`src/rtl/ripple_cap_pkg.sv`:
```
// Shared constants and FSM state type for the ripple counter capture block.
package ripple_cap_pkg;

    localparam int unsigned W_DEF             = 4;
    localparam int unsigned STABLE_CYCLES_DEF = 2;
    localparam int unsigned EXT_W_DEF         = 8;

    typedef enum logic [1:0] {
        IDLE    = 2'b00,
        SETTLE  = 2'b01,
        PRESENT = 2'b10
    } cap_state_t;

endpackage

```
`src/rtl/ripple_count_capture_if.sv`:
```
// Capture output bus: valid/ready count handshake plus wrap/overrun status.
// cnt_ext exists only when RIPPLE_EXT_EN is defined.
interface ripple_count_capture_if
#(
    parameter int unsigned W     = 4
`ifdef RIPPLE_EXT_EN
    ,
    parameter int unsigned EXT_W = 8
`endif
);

    logic         cnt_valid;
    logic [W-1:0] cnt_data;
    logic         cnt_ready;
    logic         wrap_pulse;
    logic         overrun;
    logic         clr_ovr;

`ifdef RIPPLE_EXT_EN
    logic [EXT_W-1:0] cnt_ext;

    modport master (
        output cnt_valid, cnt_data, wrap_pulse, overrun, cnt_ext,
        input  cnt_ready, clr_ovr
    );

    modport slave (
        input  cnt_valid, cnt_data, wrap_pulse, overrun, cnt_ext,
        output cnt_ready, clr_ovr
    );
`else
    modport master (
        output cnt_valid, cnt_data, wrap_pulse, overrun,
        input  cnt_ready, clr_ovr
    );

    modport slave (
        input  cnt_valid, cnt_data, wrap_pulse, overrun,
        output cnt_ready, clr_ovr
    );
`endif

endinterface

```
`src/rtl/sync_2ff.sv`:
```
// Vector two-flop synchroniser with synchronous active-low reset; exposes both stages.
module sync_2ff #(
    parameter int unsigned W = 4
) (
    input  logic         clk,
    input  logic         rst,
    input  logic [W-1:0] d,
    output logic [W-1:0] s1,
    output logic [W-1:0] s2
);

    always_ff @(posedge clk) begin
        if (!rst) begin
            s1 <= '0;
            s2 <= '0;
        end else begin
            s1 <= d;
            s2 <= s1;
        end
    end

endmodule

```
`src/rtl/ripple_count_capture.sv`:
```
// Brings an asynchronous ripple count into clk: sync, settle filter, change capture, wrap detect.
// Define RIPPLE_EXT_EN to add the wrap-extension counter cnt_ext.
module ripple_count_capture
    import ripple_cap_pkg::*;
#(
    parameter int unsigned W             = W_DEF,
    parameter int unsigned STABLE_CYCLES = STABLE_CYCLES_DEF
`ifdef RIPPLE_EXT_EN
    ,
    parameter int unsigned EXT_W         = EXT_W_DEF
`endif
) (
    input  logic                   clk,
    input  logic                   rst,
    input  logic [W-1:0]           cnt_in,
    input  logic                   sample_en,
    ripple_count_capture_if.master bus
);

    localparam int unsigned SW = $clog2(STABLE_CYCLES + 1);
    localparam logic [SW-1:0] STAB_MAX = SW'(STABLE_CYCLES);

    logic [W-1:0]  s1;
    logic [W-1:0]  s2;
    logic [SW-1:0] stab_cnt;
    logic          settled;

    cap_state_t    state;
    cap_state_t    state_nxt;
    logic          valid_q;
    logic          valid_nxt;
    logic [W-1:0]  data_q;
    logic [W-1:0]  data_nxt;
    logic [W-1:0]  prev_q;
    logic [W-1:0]  prev_nxt;
    logic          have_q;
    logic          have_nxt;
    logic          wrap_q;
    logic          wrap_nxt;
    logic          ovr_q;
    logic          ovr_nxt;
`ifdef RIPPLE_EXT_EN
    logic [EXT_W-1:0] ext_q;
    logic [EXT_W-1:0] ext_nxt;
`endif

    sync_2ff #(.W(W)) u_sync (
        .clk (clk),
        .rst (rst),
        .d   (cnt_in),
        .s1  (s1),
        .s2  (s2)
    );

    // Settle filter: s1 is the value about to enter s2, so s1==s2 means s2 holds steady.
    always_ff @(posedge clk) begin
        if (!rst) begin
            stab_cnt <= '0;
        end else if (s1 != s2) begin
            stab_cnt <= '0;
        end else if (stab_cnt != STAB_MAX) begin
            stab_cnt <= stab_cnt + SW'(1);
        end
    end

    assign settled = (stab_cnt == STAB_MAX);

    always_ff @(posedge clk) begin
        if (!rst) begin
            state   <= IDLE;
            valid_q <= 1'b0;
            data_q  <= '0;
            prev_q  <= '0;
            have_q  <= 1'b0;
            wrap_q  <= 1'b0;
            ovr_q   <= 1'b0;
`ifdef RIPPLE_EXT_EN
            ext_q   <= '0;
`endif
        end else begin
            state   <= state_nxt;
            valid_q <= valid_nxt;
            data_q  <= data_nxt;
            prev_q  <= prev_nxt;
            have_q  <= have_nxt;
            wrap_q  <= wrap_nxt;
            ovr_q   <= ovr_nxt;
`ifdef RIPPLE_EXT_EN
            ext_q   <= ext_nxt;
`endif
        end
    end

    // Next-state and registered-output logic; overrun set takes priority over clr_ovr.
    always_comb begin
        state_nxt = state;
        valid_nxt = valid_q;
        data_nxt  = data_q;
        prev_nxt  = prev_q;
        have_nxt  = have_q;
        wrap_nxt  = 1'b0;
        ovr_nxt   = ovr_q;
`ifdef RIPPLE_EXT_EN
        ext_nxt   = ext_q;
`endif

        if (bus.clr_ovr) begin
            ovr_nxt = 1'b0;
        end

        unique case (state)
            IDLE: begin
                if (sample_en) begin
                    state_nxt = SETTLE;
                end
            end

            SETTLE: begin
                if (!sample_en) begin
                    state_nxt = IDLE;
                end else if (settled && ((s2 != prev_q) || !have_q)) begin
                    data_nxt  = s2;
                    prev_nxt  = s2;
                    have_nxt  = 1'b1;
                    valid_nxt = 1'b1;
                    state_nxt = PRESENT;
                    if (have_q && (s2 < prev_q)) begin
                        wrap_nxt = 1'b1;
`ifdef RIPPLE_EXT_EN
                        ext_nxt  = ext_q + EXT_W'(1);
`endif
                    end
                end
            end

            PRESENT: begin
                if (bus.cnt_ready) begin
                    valid_nxt = 1'b0;
                    state_nxt = sample_en ? SETTLE : IDLE;
                end else if (settled && (s2 != data_q)) begin
                    ovr_nxt = 1'b1;
                end
            end

            default: begin
                state_nxt = IDLE;
                valid_nxt = 1'b0;
            end
        endcase
    end

    assign bus.cnt_valid  = valid_q;
    assign bus.cnt_data   = data_q;
    assign bus.wrap_pulse = wrap_q;
    assign bus.overrun    = ovr_q;
`ifdef RIPPLE_EXT_EN
    assign bus.cnt_ext    = ext_q;
`endif

endmodule
```
`src/flat_wrapper.sv`:
```
// flat-port wrapper written by rule: the top's interface ports become plain ports
module ripple_count_capture_flat import ripple_cap_pkg::*;
#(
    parameter int unsigned W             = W_DEF,
    parameter int unsigned STABLE_CYCLES = STABLE_CYCLES_DEF

)
  (clk, rst, cnt_in, sample_en, bus_cnt_valid, bus_cnt_data, bus_wrap_pulse, bus_overrun, bus_cnt_ready, bus_clr_ovr);
  ripple_count_capture_if #(.W(W)) bus_i ();
  input  logic clk;
  input  logic rst;
  input  logic [W-1:0] cnt_in;
  input  logic sample_en;
  output wire logic [$bits(bus_i.cnt_valid)-1:0] bus_cnt_valid;
  output wire logic [$bits(bus_i.cnt_data)-1:0] bus_cnt_data;
  output wire logic [$bits(bus_i.wrap_pulse)-1:0] bus_wrap_pulse;
  output wire logic [$bits(bus_i.overrun)-1:0] bus_overrun;
  input wire logic [$bits(bus_i.cnt_ready)-1:0] bus_cnt_ready;
  input wire logic [$bits(bus_i.clr_ovr)-1:0] bus_clr_ovr;
  assign bus_cnt_valid = bus_i.cnt_valid;
  assign bus_cnt_data = bus_i.cnt_data;
  assign bus_wrap_pulse = bus_i.wrap_pulse;
  assign bus_overrun = bus_i.overrun;
  assign bus_i.cnt_ready = bus_cnt_ready;
  assign bus_i.clr_ovr = bus_clr_ovr;
  ripple_count_capture #(.W(W), .STABLE_CYCLES(STABLE_CYCLES)) u_core (.clk(clk), .rst(rst), .cnt_in(cnt_in), .sample_en(sample_en), .bus(bus_i));
endmodule
```
`config.mk`:
```
export PLATFORM = sky130hd
export DESIGN_NAME = ripple_count_capture_flat
export DESIGN_NICKNAME = d
export VERILOG_FILES = /design/src/rtl/ripple_cap_pkg.sv /design/src/rtl/ripple_count_capture_if.sv /design/src/rtl/sync_2ff.sv /design/src/rtl/ripple_count_capture.sv /design/src/flat_wrapper.sv
export SDC_FILE = /design/constraint.sdc
export NUM_CORES = 1
export LEC_CHECK = 0
export BUFFER_PORTS_ARGS = -buffer_cell sky130_fd_sc_hd__buf_4
export CORE_MARGIN = 10
export CORE_UTILIZATION = 52
export DETAILED_ROUTE_END_ITERATION = 10
export PLACE_DENSITY = 0.81
export SYNTH_ARGS = -nofsm -noshare
export SYNTH_HDL_FRONTEND = slang
export SYNTH_SLANG_ARGS = --single-unit
```
`constraint.sdc`:
```
create_clock -name clk -period 1.73 [get_ports clk]
set_input_delay 0.346 -clock clk [delete_from_list [all_inputs] [get_ports clk]]
set_output_delay 0.346 -clock clk [all_outputs]
set_load 0.03 [all_outputs]
```
**Word-level counts from Yosys, hierarchy flattened**

Index checks and enable logic that the tools add are counted.

- Multiplexer cells: 15
- Shift operators: 0
- Multiply operators: 0
- Reduce and logical (&&, ||, !) cells: 11
- Bitwise gates (word level): 2
- Div/mod/pow operators: 0
- Eq/ne operators: 11
- Order comparisons: 1
- Add/subtract/negate cells: 1

Operators by type and width:

| operator | number |
|---|---|
| 1-bit 2-to-1 mux | 9 |
| 2-bit 2-to-1 mux | 4 |
| 2-bit inequality test, second input constant | 4 |
| 4-bit inequality test | 2 |
| 4-bit AND reduction | 2 |
| 2-bit one-hot mux with 3 select lines | 1 |
| 3-bit AND reduction | 2 |
| 2-bit == test, second input constant | 2 |
| 4-bit less-than comparator | 1 |
| 1-bit logical AND | 3 |
| 3-bit by 2-bit inequality test with 1-bit output, second input constant | 1 |
| 1-bit one-hot mux with 3 select lines | 1 |
| 2-bit by 1-bit adder with 2-bit output, second input constant | 1 |
| 2-bit by 1-bit == test with 1-bit output, second input constant | 1 |
| 2-bit zero test | 1 |
| 2-bit by 1-bit inequality test with 1-bit output, second input constant | 1 |
| 1-bit NOT | 2 |
| 2-bit OR reduction | 1 |
| 1-bit zero test | 1 |
| 1-bit logical OR | 1 |

- Memory bits (read-only): 0
- Bits in latches: 0
- Register bits: 20
- Word-level logic and storage cells: 50
- Input bits: 9
- Memory bits (writable): 0
- Memories: 0

**Depth between registers and ports, before layout**

Gate-level depths: netlist of the first run.

- Depth after elaboration: 6
- Mapped depth: 7
- Mapped depth without buffers: 6

**Hierarchy**

From an unflattened synthesis of the first run, not the netlist that was laid out.

- Cell total of the unflattened synthesis: 86
- Area, all modules: 833.3 µm²

Modules (own cells, without submodules):

| module | cells each | area an instance (µm²) | instances | seq. area each (µm²) |
|---|---|---|---|---|
| ripple_count_capture | 70 | 623.1 | 1 | 240.2 |
| sync_2ff | 16 | 210.2 | 1 | 160.2 |

**Worst setup path after synthesis of the first run**

No wires, ideal clock.

- Kind: register to register
- Start: register, netlist name u_core.bus.cnt_data[3]
- End: register u_core.valid_q (netlist: u_core.bus.cnt_valid)
- Cell stages (with the launch flop): 7
- Arrival time: 1.622 ns
- Slack: -0.015 ns
- Cells stage by stage: dfxtp_1 > inv_1 > ha_1 > and4_2 > nand2_1 > a311oi_1 > a311o_2

RTL lines:

| item | RTL line | source |
|---|---|---|
| to (signal assigned) | ripple_count_capture.sv:82 | `valid_q <= valid_nxt;` |
| to (decl) | ripple_count_capture.sv:30 | `logic valid_q;` |

==> flow_summary.ini, run 1 <==
[final_layout]
fin_area_um2 = 990
fin_util_pct = 64.9
diodes = 0
syn2layout_area_growth_pct = 16.3
final_nets = 120
drive_above_1_share_pct = 22.1

[critical_path]
crit_chain = inv_1 > ha_1 > and4_2 > nand2_1 > a311oi_1 > a311o_2
required_ns = 1.92
startpoint_type = register
cp.arrival_ns = 1.79
cp_max_fo = 4
critPathMaxStageDelay_ns = 0.35
path_class = register to register
ff2ff_path_depth = 6
cp_slowest_cell = dfxtp_2
end_kind = register

[routing]
viasPerCell = 5.22
firstDrtPassIters = 3
route.detailed.drc = 0
post_drt_wl_per_cell_um = 12.4
wirelength_um = 1490
vias = 626
antenna_left = 0
drtIter0Drc = 9

[clock_tree]
post_cts_resized = 0
clk_latency_ns = 0.29
path_clk_slew_ns = 0.10
postCtsHoldBufs = 0
cts_setup_buffers = 0
cts_buffer_depth = 2
cts-root-buf = clkbuf_4
cts-htree-levels = 1
cts_tree = done
cts_sinks = 20
numCtsBuffers = 3

[global_route]
grt_pass1_wl_um = 2480
grt_overflow = 0
antenna_found_initial = 0
grt_util_all_layers_pct = 8.69
busiest_layer = met2
gr-usage-met3_pct = 2.71
grt_pass1_vias = 595
grt_use_met1_pct = 10.8
met2_usage_pct = 12.6
grt_max_degree = 25

[timing]
max-slew-margin-rel_pct = 81.2
hold_viol_final = 0
rsz0062_at_grt = no
slew_violations = 0
post-route-period-util_pct = 92.5
period_needed_ns = 1.60
setup_viol = 0
clock_skew_ns = 0.000914
timing.hold.ws_ns = 0.251
clock.fmax_mhz = 625
final.setup.tns_ns = 0
worst-slew-pin-transition_ns = 0.281

[synth]
async_flop_share_pct = 0
synth_cell_type_count = 27
syn_inst = 89
yosys_register_bits = 20
synthTopCellsByCount = 20 x dfxtp_1, 9 x and2_1, 7 x inv_1, 7 x nand2_1, 6 x nand3_1
synthesis.nets = 103
synth_edf_count = 0
synthesis.area_um2 = 851
synth_top_area_cell = dfxtp_1
yosys_warnings = 0
avgSynthCellArea_um2 = 9.56
synth_top_area_share_pct = 47.1
yosysMostFrequentCell = dfxtp_1
yosysSeqAreaShare_pct = 47.1
synth_area_leaders = dfxtp_1 47%, ha_1 7.4%, and2_1 6.6%, xor2_1 4.1%, nand3_1 3.5%
yosys_most_used_dff = dfxtp_1

[power_and_ir_drop]
p_switching_mw = 0.171
leakagePower_nw = 0.419
share_seq_of_total_power_pct = 63.7
vdd_drop_max_mv = 0.527
p_per_area_mw_per_mm2 = 765
p_int_mw = 0.586
total_power_mw = 0.757
combPwrFrac_pct = 8.0
switching_share_pct = 22.6
clkPwrFrac_pct = 28.2

[die]
ioPinCount = 16
die-width_um = 60.5
num_rows = 14
start_util_pct = 55.8
design.core.area_mm2 = 0.00152
die_y_um = 60.5
die_area_mm2 = 0.00365

[min_path]
whs_path_depth = 2
hold_path_class = input port to register

[place]
dp_hpwl_um = 1150
place_congestion = 0.797
port_buffers = 15
dpl_cell_area_um2 = 967

[outcome]
status = finished, final reports clean

[job]
maxCapViolCount = 0
==> flip-flops by register name, summed over array words and instances (netlist names) <==
name,cells
u_core.have_q,1
u_core.bus.overrun,1
u_core.bus.cnt_data,4
u_core.state,2
u_core.bus.cnt_valid,1
u_core.u_sync.s1,4
u_core.u_sync.s2,4
u_core.stab_cnt,2
u_core.bus.wrap_pulse,1
==> metrics by stage <==
stage               std cells  setup WS, ns
finish                    120         0.129
global route              120        0.0326
CTS                       120         0.121
detailed placement        117         0.142
global placement          117         0.183
floorplan                  89        0.0197
==> critical path, delay by kind of cell (launching register included) <==
kind / cells / cell delay (ns)
AOI/OAI and AO/OA: 2 / 0.43
adders and majority gates: 1 / 0.29
buffers and inverters: 1 / 0.04
DFF: 1 / 0.35
and+or+nand+nor: 2 / 0.40
==> cell families (layout without fill, tap and decap cells) <==
group                      count (synthesis)  after routing  share of synthesized area, %
and+or+nand+nor                           32             32                          20.9
buffers and inverters                     10             25                          5.15
AOI/OAI and AO/OA                         17             17                          14.4
adders and majority gates                  5              5                          7.35
DFF                                       20             20                          47.1
xor gates and xnor gates                   5              5                          5.15
==> cells in the final DEF, fill, tap and decap left out <==
cell / synthesis / final
a21oi_1: 4 / 4
nand3_1: 6 / 6
ha_1: 5 / 5
xnor2_1: 1 / 1
dfxtp_2: 0 / 1
and2_1: 9 / 9
and4_2: 1 / 1
a21boi_4: 1 / 1
a211oi_1: 1 / 1
o211a_1: 1 / 1
nor2b_1: 1 / 1
dfxtp_1: 20 / 19
and4b_2: 1 / 1
o21ai_1: 2 / 2
nand2b_1: 1 / 1
a311oi_1: 1 / 1
o22ai_1: 1 / 1
o21ai_0: 3 / 3
buf_4: 1 / 15
nor3_1: 1 / 1
a311o_2: 1 / 1
nor2_1: 3 / 3
nand2_1: 7 / 7
xor2_1: 4 / 4
inv_1: 7 / 7
nor3b_1: 2 / 2
o21a_1: 2 / 2
clkbuf_4: 0 / 3
==> area by class of cell <==
type	count	area, µm²
fill	142	534
multi-input combinational	59	407
sequential	20	402
timing repair buffer	15	113
inverter	7	26.3
clock buffer	3	22.5
tap	16	20.0
==> worst paths after layout <==
kind / start / end / slack, ns
worst max register to register: u_core.bus.cnt_data[3]$_SDFFE_PN0P_ / u_core.bus.cnt_valid$_SDFFE_PN0P_ / 0.13
worst max-delay path: u_core.bus.cnt_data[3]$_SDFFE_PN0P_ / u_core.bus.cnt_valid$_SDFFE_PN0P_ / 0.13
worst min-delay path: cnt_in[0] / u_core.u_sync.s1[0]$_SDFF_PN0_ / 0.25
worst min register to register: u_core.bus.cnt_data[3]$_SDFFE_PN0P_ / u_core.bus.cnt_data[3]$_SDFFE_PN0P_ / 0.46
==> power groups by stage <==
stage	clock network, mW	registers, mW	logic (mW)
2_1_floorplan	0	0.492	0.0388
3_3_place_gp	0	0.492	0.0591
3_5_place_dp	0	0.493	0.0610
4_1_cts	0.221	0.482	0.0612
5_1_grt	0.245	0.484	0.0688
6_report	0.214	0.482	0.0607
==> routing by layer <==
layer  part of all wire [%]  up-vias
met5                      0        -
met3                    5.6        2
met2                     48        8
li1                       -      330
met4                   0.87        0
met1                     45      286
Power figures use the tool's default switching activity.
==> run 2: changes to the inputs <==
--- a/config.mk
+++ b/config.mk
@@ -6,8 +6,10 @@
 export NUM_CORES = 1
 export LEC_CHECK = 0
 export BUFFER_PORTS_ARGS = -buffer_cell sky130_fd_sc_hd__buf_4
+export CELL_PAD_IN_SITES_DETAIL_PLACEMENT = 0
+export CELL_PAD_IN_SITES_GLOBAL_PLACEMENT = 1
 export CORE_MARGIN = 10
-export CORE_UTILIZATION = 52
+export CORE_UTILIZATION = 40
 export DETAILED_ROUTE_END_ITERATION = 10
 export PLACE_DENSITY = 0.81
 export SYNTH_ARGS = -nofsm -noshare
==> constraint.sdc (replaced) <==
create_clock -name clk -period 1.9 [get_ports clk]
set_input_delay 0.38 -clock clk [delete_from_list [all_inputs] [get_ports clk]]
set_output_delay 0.38 -clock clk [all_outputs]
set_load 0.03 [all_outputs]
==> flow_summary.ini, run 2 (same netlist as run 1, synthesis figures left out) <==
[routing]
drtIter0Drc = 9
vias = 633
wirelength_um = 1500
viasPerCell = 4.80
antenna_left = 0
route.detailed.drc = 0
firstDrtPassIters = 4
post_drt_wl_per_cell_um = 11.4

[critical_path]
worst-path-buf-inv = 1
r2r-end = u_core.bus.cnt_valid$_SDFFE_PN0P_
worstSetupPathDepth = 6
crit_start = u_core.bus.cnt_data[1]$_SDFFE_PN0P_
required_ns = 2.10
critPathMaxStageDelay_ns = 0.39
r2r_start = u_core.bus.cnt_data[1]$_SDFFE_PN0P_
end_kind = register
path_class = register to register
startpoint_type = register
ff2ff_path_depth = 6
critPathTopFamily = compound AO/OA/AOI/OAI gates
crit_path_end = u_core.bus.cnt_valid$_SDFFE_PN0P_
cp_max_fo = 4
cp_slowest_cell = dfxtp_1
crit_chain = inv_1 > ha_1 > and4_2 > nand2_1 > a311oi_1 > a311o_2
r2r_slack_ns = 0.28
cp.arrival_ns = 1.82

[timing]
worst-slew-pin-transition_ns = 0.252
timing.hold.ws_ns = 0.276
clock.fmax_mhz = 618
rsz0062_at_grt = no
max-slew-margin-rel_pct = 83.2
post-route-period-util_pct = 85.2
finalWorstSetupSlack_ns = 0.282
slew_violations = 0
setup_viol = 0
period_needed_ns = 1.62
hold_viol_final = 0
clock_skew_ns = 0.00338
final.setup.tns_ns = 0

[clock_tree]
cts_buffer_depth = 2
clk_latency_ns = 0.30
cts-htree-levels = 1
numCtsBuffers = 3
path_clk_slew_ns = 0.11
cts-root-buf = clkbuf_4
cts_sinks = 20
cts_setup_buffers = 0
cts_tree = done
postCtsHoldBufs = 0
post_cts_resized = 0

[place]
port_buffers = 15
dpl_cell_area_um2 = 980
place_congestion = 0.699
placed_cells = 128
dp_slack_ns = 0.310

[global_route]
grt_overflow = 0
grt_pass1_wl_um = 2510
grt_util_all_layers_pct = 7.31
antenna_found_initial = 0
grt_max_degree = 25
grt_pass1_vias = 605

[outcome]
status = finished, final reports clean

[die]
die-width_um = 66.1
die_y_um = 66.1
num_rows = 16
design.core.area_mm2 = 0.00200
ioPinCount = 16
die_area_mm2 = 0.00437
start_util_pct = 42.5

[job]
maxCapViolCount = 0

[final_layout]
final_nets = 120
drive_above_1_share_pct = 21.9
layout_commonest_cell = dfxtp_1
syn2layout_area_growth_pct = 21.3
fill_cells = 195
fin_area_mm2 = 0.00103
fin_cells = 132
final_cell_mix = 20 x dfxtp_1, 15 x buf_4, 9 x and2_1
fin_util_pct = 51.6
diodes = 0

[min_path]
min_from = cnt_in[2]
hold_path_class = input port to register

[power_and_ir_drop]
p_per_area_mw_per_mm2 = 813
total_power_mw = 0.839
vdd_drop_max_mv = 0.459
leakagePower_nw = 0.432
-- run 2: where the power goes --
group	switching (mW)	total [mW]	internal, mW
clock	0.133	0.346	0.213
combinational	0.0254	0.0544	0.0290
sequential	0.00839	0.439	0.431
-- run 2: area by class of cell --
type / instances / area [µm²] / share of cell area [%]
Timing Repair Buffer: 15 / 113 / 10.9
Tap cell: 27 / 33.8 / 3.27
Multi-Input combinational cell: 59 / 407 / 39.4
Clock buffer: 3 / 22.5 / 2.18
Sequential cell: 20 / 400 / 38.8
Inverter: 7 / 26.3 / 2.55
Clock inverter: 1 / 30.0 / 2.91
-- run 2: how the worst min path moves through the flow --
stage          cells after the start                                   to
2_1_floorplan                      1       u_core.u_sync.s2[1]$_SDFF_PN0_
3_3_place_gp                       2  u_core.bus.cnt_data[3]$_SDFFE_PN0P_
3_5_place_dp                       2  u_core.bus.cnt_data[2]$_SDFFE_PN0P_
4_1_cts                            2       u_core.u_sync.s1[3]$_SDFF_PN0_
5_1_grt                            2       u_core.u_sync.s1[1]$_SDFF_PN0_
6_report                           2       u_core.u_sync.s1[2]$_SDFF_PN0_
-- run 2: routing by layer --
metal	GRT usage (%)	up-vias	part of all wire, %
li1	-	333	-
met1	7.78	282	46
met2	11.5	14	44
met3	3.73	4	7.5
met4	3.93	0	1.9
met5	0	-	0
